<file path="src/rtl/seg7_pkg.sv">
// seg7_pkg: shared segment types and the hex-to-segment table for the scan controller
package seg7_pkg;
  typedef logic [6:0] seg_t;
  localparam seg_t SEG_BLANK = 7'b1111111;
  localparam seg_t HEX_SEG [16] = '{
    7'b1000000, 7'b1111001, 7'b0100100, 7'b0110000,
    7'b0011001, 7'b0010010, 7'b0000010, 7'b1111000,
    7'b0000000, 7'b0010000, 7'b0001000, 7'b0000011,
    7'b1000110, 7'b0100001, 7'b0000110, 7'b0001110
  };
endpackage

</file>
<file path="src/rtl/seg7_decode.sv">
// seg7_decode: combinational hex nibble to active-low {g,f,e,d,c,b,a} pattern
module seg7_decode
  import seg7_pkg::*;
(
  input  logic [3:0] nib,
  output logic [6:0] seg
);
  assign seg = HEX_SEG[nib];
endmodule

</file>
<file path="src/rtl/seg7_scan_ctrl.sv">
// seg7_scan_ctrl: multiplexed seven-segment scanner with frame snapshots, event overlay, blanking and PWM
module seg7_scan_ctrl
  import seg7_pkg::*;
#(
  parameter int NUM_DIGITS  = 8,
  parameter int SLOT_LOG2   = 18,
  parameter int DIM_BITS    = 4,
  parameter int HOLD_FRAMES = 64
) (
  input  logic                    clk,
  input  logic                    reset,
  input  logic [4*NUM_DIGITS-1:0] live_data,
  input  logic [NUM_DIGITS-1:0]   dp_mask,
  input  logic                    lz_en,
  input  logic [DIM_BITS-1:0]     bright,
  input  logic                    ev_valid,
  input  logic [4*NUM_DIGITS-1:0] ev_data,
  output logic [NUM_DIGITS-1:0]   an,
  output logic [6:0]              seg,
  output logic                    dp,
  output logic                    frame_tick,
  output logic                    overlay_active
);
  localparam int IW = (NUM_DIGITS > 1) ? $clog2(NUM_DIGITS) : 1;
  localparam int HW = $clog2(HOLD_FRAMES + 1);
  localparam logic [IW-1:0] LAST = IW'(NUM_DIGITS - 1);
  localparam logic [HW-1:0] HOLD_INIT = HW'(HOLD_FRAMES);

  logic [SLOT_LOG2-1:0]    pcnt;
  logic [IW-1:0]           idx;
  logic [HW-1:0]           hold_cnt;
  logic [4*NUM_DIGITS-1:0] snap, ev_reg;
  logic [NUM_DIGITS-1:0]   dp_snap, lead, blank;
  logic                    lz_snap;
  logic [3:0]              nib;
  logic [6:0]              dec;
  logic                    slot_end, frame_edge, hold_on, lit;

  assign slot_end   = &pcnt;
  assign frame_edge = slot_end && (idx == LAST);
  assign hold_on    = hold_cnt != '0;
  assign lit        = pcnt[SLOT_LOG2-1 -: DIM_BITS] <= bright;
  assign nib        = snap[4*idx +: 4];
  assign blank      = lz_snap ? {lead[NUM_DIGITS-1:1], 1'b0} : '0;

  seg7_decode u_dec (
    .nib (nib),
    .seg (dec)
  );

  // lead[k]: this digit and every digit to its left are zero in the snapshot
  always_comb begin
    lead = '0;
    for (int k = 0; k < NUM_DIGITS; k++) lead[k] = (snap >> (4*k)) == '0;
  end

  // slot counter and digit index; frame_tick marks the cycle after the wrap to digit 0
  always_ff @(posedge clk or posedge reset) begin
    if (reset) begin
      pcnt       <= '0;
      idx        <= '0;
      frame_tick <= 1'b0;
    end else begin
      pcnt       <= pcnt + 1'b1;
      frame_tick <= frame_edge;
      if (slot_end) idx <= (idx == LAST) ? '0 : idx + 1'b1;
    end
  end

  // event capture and frame-coherent snapshot; an event load always beats the frame decrement
  always_ff @(posedge clk or posedge reset) begin
    if (reset) begin
      hold_cnt       <= '0;
      ev_reg         <= '0;
      snap           <= '0;
      dp_snap        <= '0;
      lz_snap        <= 1'b0;
      overlay_active <= 1'b0;
    end else begin
      overlay_active <= hold_on;
      if (frame_edge) begin
        snap    <= hold_on ? ev_reg : live_data;
        dp_snap <= dp_mask;
        lz_snap <= lz_en;
      end
      if (ev_valid) begin
        ev_reg   <= ev_data;
        hold_cnt <= HOLD_INIT;
      end else if (frame_edge && hold_on) begin
        hold_cnt <= hold_cnt - 1'b1;
      end
    end
  end

  // registered drive: one active-low anode per lit slot, everything dark while PWM is off
  always_ff @(posedge clk or posedge reset) begin
    if (reset) begin
      an  <= '1;
      seg <= SEG_BLANK;
      dp  <= 1'b1;
    end else begin
      an  <= lit ? ~(NUM_DIGITS'(1) << idx) : '1;
      seg <= (lit && !blank[idx]) ? dec : SEG_BLANK;
      dp  <= lit ? ~dp_snap[idx] : 1'b1;
    end
  end
endmodule
</file>
<file path="config.mk">
export PLATFORM = sky130hd
export DESIGN_NAME = seg7_scan_ctrl
export DESIGN_NICKNAME = d
export VERILOG_FILES = /design/src/rtl/seg7_pkg.sv /design/src/rtl/seg7_decode.sv /design/src/rtl/seg7_scan_ctrl.sv
export SDC_FILE = /design/constraint.sdc
export NUM_CORES = 1
export LEC_CHECK = 0
export ABC_AREA = 1
export CORE_MARGIN = 2
export CORE_UTILIZATION = 54
export CTS_CLUSTER_DIAMETER = 40
export DETAILED_ROUTE_END_ITERATION = 12
export PLACE_DENSITY = 0.8
export SYNTH_ARGS = -nofsm -noshare
export SYNTH_HDL_FRONTEND = slang
export SYNTH_SLANG_ARGS = --single-unit
export TNS_END_PERCENT = 5
</file>
<file path="constraint.sdc">
create_clock -name clk -period 4 [get_ports clk]
set_input_delay 0.6 -clock clk [delete_from_list [all_inputs] [get_ports clk]]
set_output_delay 0.6 -clock clk [all_outputs]
set_load 0.02 [all_outputs]
</file>
* Word level (Yosys, flattened, before mapping)
Memories as Yosys holds them, arrays and structs flattened.
Index checks and enable logic that the tools add are counted.
** Cells by class
- Eq/ne operators :: 1
- Bitwise logic cells :: 3
- Magnitude comparators :: 3
- Shifts and indexed selects :: 2
- Reduce and logical (&&, ||, !) cells :: 14
- Add/subtract/negate cells :: 3
- Mux-type cells :: 14
** Operators with widths (number)
- logical NOT 32 bit :: 7
- 2-to-1 mux 7 bit :: 5
- 2-to-1 mux 32 bit :: 1
- indexed part select 32 x 6 -> 4 bit :: 1
- adder 18 x 1 -> 18 bit (second input constant) :: 1
- AND reduction 18 bit :: 1
- 2-to-1 mux 8 bit :: 2
- inverter 8 bit :: 1
- << shifter 1 x 3 -> 8 bit (first input constant) :: 1
- nonzero test 7 bit :: 1
- subtractor 7 x 1 -> 7 bit (second input constant) :: 1
- binary-select mux 1 bit (select 3 bit) :: 2
- greater-or-equal comparator 5 bit (second input constant) :: 1
- inverter 4 -> 5 bit :: 1
- less-or-equal comparator 4 bit :: 1
- less-than comparator 3 x 4 -> 1 bit (second input constant) :: 1
- adder 3 x 1 -> 3 bit (second input constant) :: 1
- == test 3 bit (second input constant) :: 1
- logical AND 1 bit :: 3
- 2-to-1 mux 1 bit :: 3
- 2-to-1 mux 3 bit :: 1
- nonzero test 2 bit :: 1
- logical NOT 1 bit :: 1
- inverter 1 bit :: 1
** Word-level totals
- Output and inout bits :: 18
- Input port bits :: 80
- Word-level logic and storage cells :: 53
- Memories :: 1
- ROM bits :: 112
- Flip-flop bits (word level) :: 119
** Memory list
- (no name shown) :: depth 16, bits a word 7, read ports 1, clocked after memory_dff 0, wr ports 0, line seg7_decode.sv:8 : assign seg = HEX_SEG[nib];

* Logic depth before layout (Yosys ltp)
Gate-level depths: netlist of the first run.
- Word-level depth :: 7
- Gate-level depth with buffers :: 13
- Mapped depth without buffers :: 11

* Cells and area by module
Synthesis of the first run repeated with hierarchy kept, for this count alone.
** Second synthesis, totals
- Cell total of the unflattened synthesis :: 788
- Area, all modules :: 6124.6 µm²
** Modules (own cells, without submodules)
- seg7_scan_ctrl :: area each 5850.6 µm², cells each 739, instances 1, sequential area each 2997.9 µm²
- seg7_decode :: area each 274.0 µm², cells each 49, instances 1, sequential area each 0.0 µm²

* Least setup slack after synthesis of the first run
Ideal clock, no wire load.
- Path kind :: register to register
- Start :: reg idx[0]
- End :: reg seg[5]
- Path buffers :: 1
- Data required time :: 3.901 ns
- Arrival :: 1.761 ns
- Library setup time :: 0.099 ns
- Slack :: 2.140 ns
- Clock period less this slack :: 1.860 ns
- Cell stages (with the launch flop) :: 13
- Cell sequence :: dfrtp_1 > clkinv_1 > clkbuf_1 > nand2_1 > nand3_1 > nand3_1 > nand2_1 > inv_1 > ha_1 > nand3_1 > nand2_1 > nand2_1 > nand3_1
** Between the ends
- Cells in the longest elaborated chain, start to end :: 6
- Elaborated cells on any way between the ends :: 10
- Those cells by class :: shift (1); mux (5); bitwise (1); reduce/logical (2); memory (1)
** Ends and longest elaborated chain
- start: declaration :: line seg7_scan_ctrl.sv:30 : logic [IW-1:0] idx;
- start signal: assignment :: line seg7_scan_ctrl.sv:66 : if (slot_end) idx <= (idx == LAST) ? '0 : idx + 1'b1;
- indexed part select 32 x 6 -> 4 bit :: line seg7_scan_ctrl.sv:43 : assign nib = snap[4*idx +: 4];
- inverter 4 -> 5 bit (not written as such) :: line seg7_decode.sv:8
- memory read (16 x 7 bit)
- 2-to-1 mux 7 bit (not written as such) (2 in a row) :: line seg7_decode.sv:8
- 2-to-1 mux 7 bit (*) :: line seg7_scan_ctrl.sv:103 : seg <= (lit && !blank[idx]) ? dec : SEG_BLANK;
- end signal: assignment :: line seg7_scan_ctrl.sv:103
- end: declaration :: line seg7_scan_ctrl.sv:19 : output logic [6:0] seg,
Mark *: on every way between the ends. The rest lies on a longest branch, timed or not. The select of a mux whose other input is x is not followed.
A chain may end at the register's enable or synchronous reset.

* Final worst setup path of the first run
- Start :: reg idx[1]
- End :: reg seg[5]
Same word-level chain as after synthesis.

==> flow_summary.toml, run 1 <==
[status]
status = "completed"

[setup_path]
cp_slowest_cell = "dfrtp_1"
rr_worst_depth = 10
worst_setup_path_start_kind = "flip-flop"
worst_path_largest_cell_delay_ps = 670
cp_max_fo = 17
crit_chain = "inv_1 > nand3_1 > nand3_1 > nand2_1 > inv_1 > ha_1 > nand3_1 > nand2_1 > nand2_1 > nand3_1"
crit_top_cell = "nand3_1"
cp.required_ps = 4320
reg2reg_to = "seg[5]"
critical_path_class = "flip-flop to flip-flop"
ff2ff_setup_slack_ps = 1680
end_kind = "flip-flop"
r2r_start = "idx[1]"
cp_data_arrival_time_ps = 2650

[layout]
seq_area_sq_um = 3000
area_growth_pct = 26.7
fill_cells = 859
final_cell_area_sq_um = 7770
nets = 900
multi_input_area_sq_um = 2740
layout-drive-gt1-share = 0.118
diodes = 0
stdcell_count = 955

[sta]
skew_ps = 6.15
hold_viol_final = 0
setup_viol = 0
worst_pin_slew_ps = 850
hold_ws_ps = 468
period_minus_slack_ps = 2320
rsz0062_at_grt = "false"
timing.final.crit_share = 0.581
fmax_mhz = 430
slew_violations = 0
maxSlewHeadroom = 0.433
finalSetupTns_ps = 0

[drt]
vias_per_cell = 5.23
drt-total-wl_mm = 13.5
wl_per_cell_um = 14.1
antenna_left = 0
first_pass_iters = 5
route.detailed.drc = 0
drt_iter0_drc = 301
vias = 4997

[cts]
htreeDepth = 4
postCtsResizedCells = 0
hold_buffers = 0
path_clk_slew_ps = 50
cts_sinks = 119
numCtsBuffers = 17
cts_root_buf = "clkbuf_16"
clk_path_buf_depth = 2
cts_tree = "built"
post_cts_buffers = 0
insertion_delay_ps = 420

[pwr]
power.density_nw_per_um2 = 393
intPower_mw = 2.40
power.switching_mw = 0.651
seq_power_share = 0.415
p_comb_frac = 0.074
sw_frac_of_total = 0.213
leakage_nw = 4.10
vdd_drop_max_mv = 0.344
clockPowerShare = 0.511

[floorplanning]
fp.dieH_um = 111
rows = 38
start_util = 0.561
fp.dieW_um = 111
ios = 98
core_sq_um = 10900
die_area_sq_um = 12200

[yosys]
ys_ff_latch = 119
avgSynthCellArea_sq_um = 8.65
synth_top_area_frac = 0.420
yosysSeqAreaShare = 0.489
postSynthCellCount = 709
synth_area_leaders = "dfrtp_1 42%, nand2_1 16%, dfstp_2 6.9%, nand3_1 5.6%, mux2i_1 5.2%"
yosysTopAreaCell = "dfrtp_1"
ys_types = 37
yosysWarnings = 0
syn-cell-area_sq_um = 6130
syn_nets = 807

[worst_hold_path]
hold_end = "ev_reg[8]"
hp-class = "flip-flop to flip-flop"
hp-start = "ev_reg[8]"
hold_depth = 2

[global_routing]
grt-ovfl-total = 0
track_usage = 0.234
grt_pass1_vias = 5015
grt_max_degree = 75
grt_pass1_wl_mm = 23.1
antenna_found_initial = 0

[placed_design]
portBuffers = 97
dp_hpwl_mm = 9.40
gp_congestion = 0.853
placed_cell_area_sq_um = 7140
dpl.cell_count = 923

[job]
cap_violations = 0
## logic make-up after synthesis
group	synth area share
buffers and inverters	0.0641
muxes	0.0522
DFF	0.489
xor gates and xnor gates	0.0271
AOI/OAI and AO/OA	0.0598
and+or+nand+nor	0.271
adders and majority gates	0.0367
## cell type report
cell class | instances | area share
multi-input combinational | 505 | 0.353
inverter | 57 | 0.0285
sequential | 119 | 0.386
timing repair buffer | 102 | 0.130
clock buffer | 25 | 0.0690
tap | 140 | 0.0226
clock inverter | 7 | 0.0113
## routing by layer
| metal | wire length (um) | track usage | vias to the layer above | share of wire |
|---|---|---|---|---|
| met5 | 0 | 0 | - | 0 |
| met4 | 197 | 0.0750 | 0 | 0.015 |
| met3 | 739 | 0.0703 | 19 | 0.055 |
| met2 | 6790 | 0.397 | 166 | 0.50 |
| met1 | 5750 | 0.288 | 2341 | 0.43 |
| li1 | - | - | 2471 | - |
## placed cells by master (no fill, tap or decap), drive strengths merged
master / n
nand2: 263
dfrtp: 103
clkdlybuf4s50: 97
nand3: 70
inv: 55
nor2: 38
o21ai: 38
mux2i: 32
clkbuf: 25
ha: 18
dfstp: 16
xor2: 12
nand4: 8
xnor2: 7
clkinv: 6
buf: 5
nor3: 4
a21oi: 4
o211ai: 3
nand3b: 2
o2111ai: 2
bufinv: 2
nor4: 1
and3: 1
or2: 1
a21boi: 1
clkinvlp: 1
## power groups by stage
stage / registers (mW) / clock network (mW) / logic (mW)
final: 1.27 / 1.56 / 0.225
after global routing: 1.27 / 1.65 / 0.251
after detailed placement: 1.29 / 0 / 0.224
after global placement: 1.28 / 0 / 0.219
after floorplan: 1.28 / 0 / 0.113
after CTS: 1.27 / 1.58 / 0.229
## metrics by stage
step	power, mW	utilization	setup WS, ps
finish	3.06	0.710	1680
global route	3.17	0.710	1390
CTS	3.08	0.710	1700
detailed placement	1.51	0.653	1360
global placement	1.50	0.653	1470
floorplan	1.40	-	269
## Yosys cell counts, drive strengths merged
library cell	count
o211ai	3
o2111ai	2
xor2	12
dfstp	16
dfrtp	103
nor2	38
buf	16
xnor2	7
a21oi	4
or2	1
nor4	1
nand3b	2
nand2	263
clkinv	2
ha	18
nand3	70
clkbuf	12
nand4	8
a21boi	1
mux2i	32
nor3	4
o21ai	38
and3	1
inv	55
## how the worst max path moves through the flow
| stage | endpoint | slack (ps) | cells after the start | from |
|---|---|---|---|---|
| after detailed placement | seg[1] | 1360 | 10 | bright[1] |
| after CTS | seg[5] | 1700 | 10 | idx[1] |
| after floorplan | dp_snap[0] | 270 | 1 | reset |
| final | seg[5] | 1680 | 10 | idx[1] |
| after global placement | seg[3] | 1470 | 8 | bright[3] |
| after global routing | seg[5] | 1390 | 10 | idx[1] |
## critical path, delay by kind of cell, from the launching register on
kind | cells | cell delay [ps]
buffers and inverters | 2 | 520
AND/OR/NAND/NOR | 7 | 810
adder cells (fa/ha/maj) | 1 | 240
flip-flops | 1 | 670
Power figures use the tool's default switching activity.
==> run 2: changes to the inputs <==
==> constraint.sdc (replaced) <==
create_clock -name clk -period 2.17 [get_ports clk]
set_input_delay 0.3255 -clock clk [delete_from_list [all_inputs] [get_ports clk]]
set_output_delay 0.3255 -clock clk [all_outputs]
set_load 0.02 [all_outputs]
==> run 2 against run 1 <==
Highest routed layer unchanged. Global-route usage is 0.48 points higher. Combinational power is 85% higher. Largest power group unchanged. Register-to-register slack worse by 1500 ps. Critical path depth is 2 higher. Non-clock buffer count is 17 higher. Via count is 1.9% higher. Clock-buffer cell count is 1 lower. Final area is 2.6% higher. Sequential share of layout area is 0.94 points lower.
==> flow_summary.toml, run 2 (synthesis gave the netlist of run 1 again) <==
[status]
status = "completed"

[pwr]
leakage_nw = 4.20
vdd_drop_max_mv = 0.630
fin_total_pwr_mw = 5.80
power.density_nw_per_um2 = 728

[setup_path]
crit_family = "simple AND/OR/NAND/NOR gates"
crit_chain = "buf_4 > nor2_1 > nor2_1 > nand2_1 > nand3_1 > nand2_1 > inv_1 > ha_1 > nand3_1 > nand2_1 > nand2_1 > nand3_1"
cp.required_ps = 2500
worst_setup_path_start_kind = "flip-flop"
end_kind = "flip-flop"
cp_slowest_cell = "dfrtp_2"
worst_path_largest_cell_delay_ps = 460
ff2ff_setup_slack_ps = 170
cp_max_fo = 15
crit_top_cell = "nand2_1"
critical_path_class = "flip-flop to flip-flop"
crit_buf_inv = 2
cp_data_arrival_time_ps = 2330

[sta]
timing.final.crit_share = 0.921
setup_ws_ps = 171
setup_viol = 0
fmax_mhz = 500
hold_viol_final = 0
period_minus_slack_ps = 2000
worst_pin_slew_ps = 681
maxSlewHeadroom = 0.546
skew_ps = 8.33
finalSetupTns_ps = 0
slew_violations = 0

[global_routing]
met3_usage = 0.0626
met1_usage = 0.301
track_usage = 0.239
grt_pass1_vias = 5117
grt-ovfl-total = 0
antenna_found_initial = 0
grt_pass1_wl_mm = 23.7
busiest_layer = "met2"
grt_max_degree = 120
grt_use_met2 = 0.396

[cts]
cts_root_buf = "clkbuf_16"
clk_path_buf_depth = 2
hold_buffers = 0
cts_tree = "built"
path_clk_slew_ps = 50
numCtsBuffers = 17
cts_sinks = 119
insertion_delay_ps = 420
htreeDepth = 4

[drt]
vias_per_cell = 5.24
antenna_left = 0
first_pass_iters = 5
drt_iter0_drc = 388
vias = 5094
wl_per_cell_um = 14.3
route.detailed.drc = 0
drt-total-wl_mm = 13.9

[layout]
mostFrequentLayoutCells = "260 x nand2_1, 101 x dfrtp_1, 97 x clkdlybuf4s50_1"
area_growth_pct = 30.0
nets = 917
layout-drive-gt1-share = 0.138
diodes = 0
mostFrequentLayoutCell = "nand2_1"
fin_util = 0.729
stdcell_count = 972

[floorplanning]
start_util = 0.561
rows = 38
fp.dieW_um = 111
core_sq_um = 10900
die_area_sq_um = 12200
fp.dieH_um = 111
ios = 98

[placed_design]
gp_congestion = 0.931
dpl.cell_count = 936
dp_hpwl_mm = 9.71
dp_slack_ps = 94.4
portBuffers = 97

[job]
cap_violations = 0

[worst_hold_path]
hp-class = "input port to async pin"
## run 2: cell types whose count changed in the layout (fill, tap and decap cells not counted), sizes merged
cell      change
clkbuf        -1
clkinv        -1
buf          +17
clkinvlp      +1
inv           -1
bufinv        +2
## run 2: layout make-up
class                      instances  area, sq um
fill                             849         2970
tap                              140          175
clock inverter                     8          140
multi-input combinational        505         2740
sequential                       119         3000
clock buffer                      24          512
timing repair buffer             119         1170
inverter                          57          226
## run 2: path summary, 6_finish.rpt
| kind | cells after the start | end | startpoint |
|---|---|---|---|
| worst max-delay path | 12 | seg[5] | idx[0] |
| worst min-delay path | 3 | overlay_active | reset |
| worst max register to register | 12 | seg[5] | idx[0] |
| worst min register to register | 2 | dp_snap[6] | dp_snap[6] |
| max in group asynchronous | 3 | idx[0] | reset |
| min in group clk | 3 | ev_reg[11] | ev_data[11] |
## run 2: tightest hold or removal path, delay by kind of cell
kind | cells | cell delay, ps
buffers and inverters | 3 | 940
## run 2: power by group
group,switching [mW],internal [mW],leakage [nW]
combinational,0.201,0.216,2.57
sequential,0.0409,2.30,1.30
clock,0.955,2.09,0.326
total,1.20,4.61,4.20
## run 2: per-layer routing
layer / vias to the layer above / wire length (um)
met5: - / 0
met4: 0 / 279
met3: 29 / 760
met2: 168 / 6820
met1: 2400 / 6010
li1: 2497 / -
## run 2: repair_timing
action,CTS,global route
resized for setup,0,3
endpoints found under the setup margin,0,6
setup buffers,0,4
## run 2: through the flow
| step | hold slack [ps] | cell area [sq um] |
|---|---|---|
| finish | 387 | 7970 |
| global route | 447 | 7970 |
| CTS | 429 | 7930 |
| detailed placement | 454 | 7280 |
| global placement | 453 | 7280 |
| floorplan | 437 | 6130 |
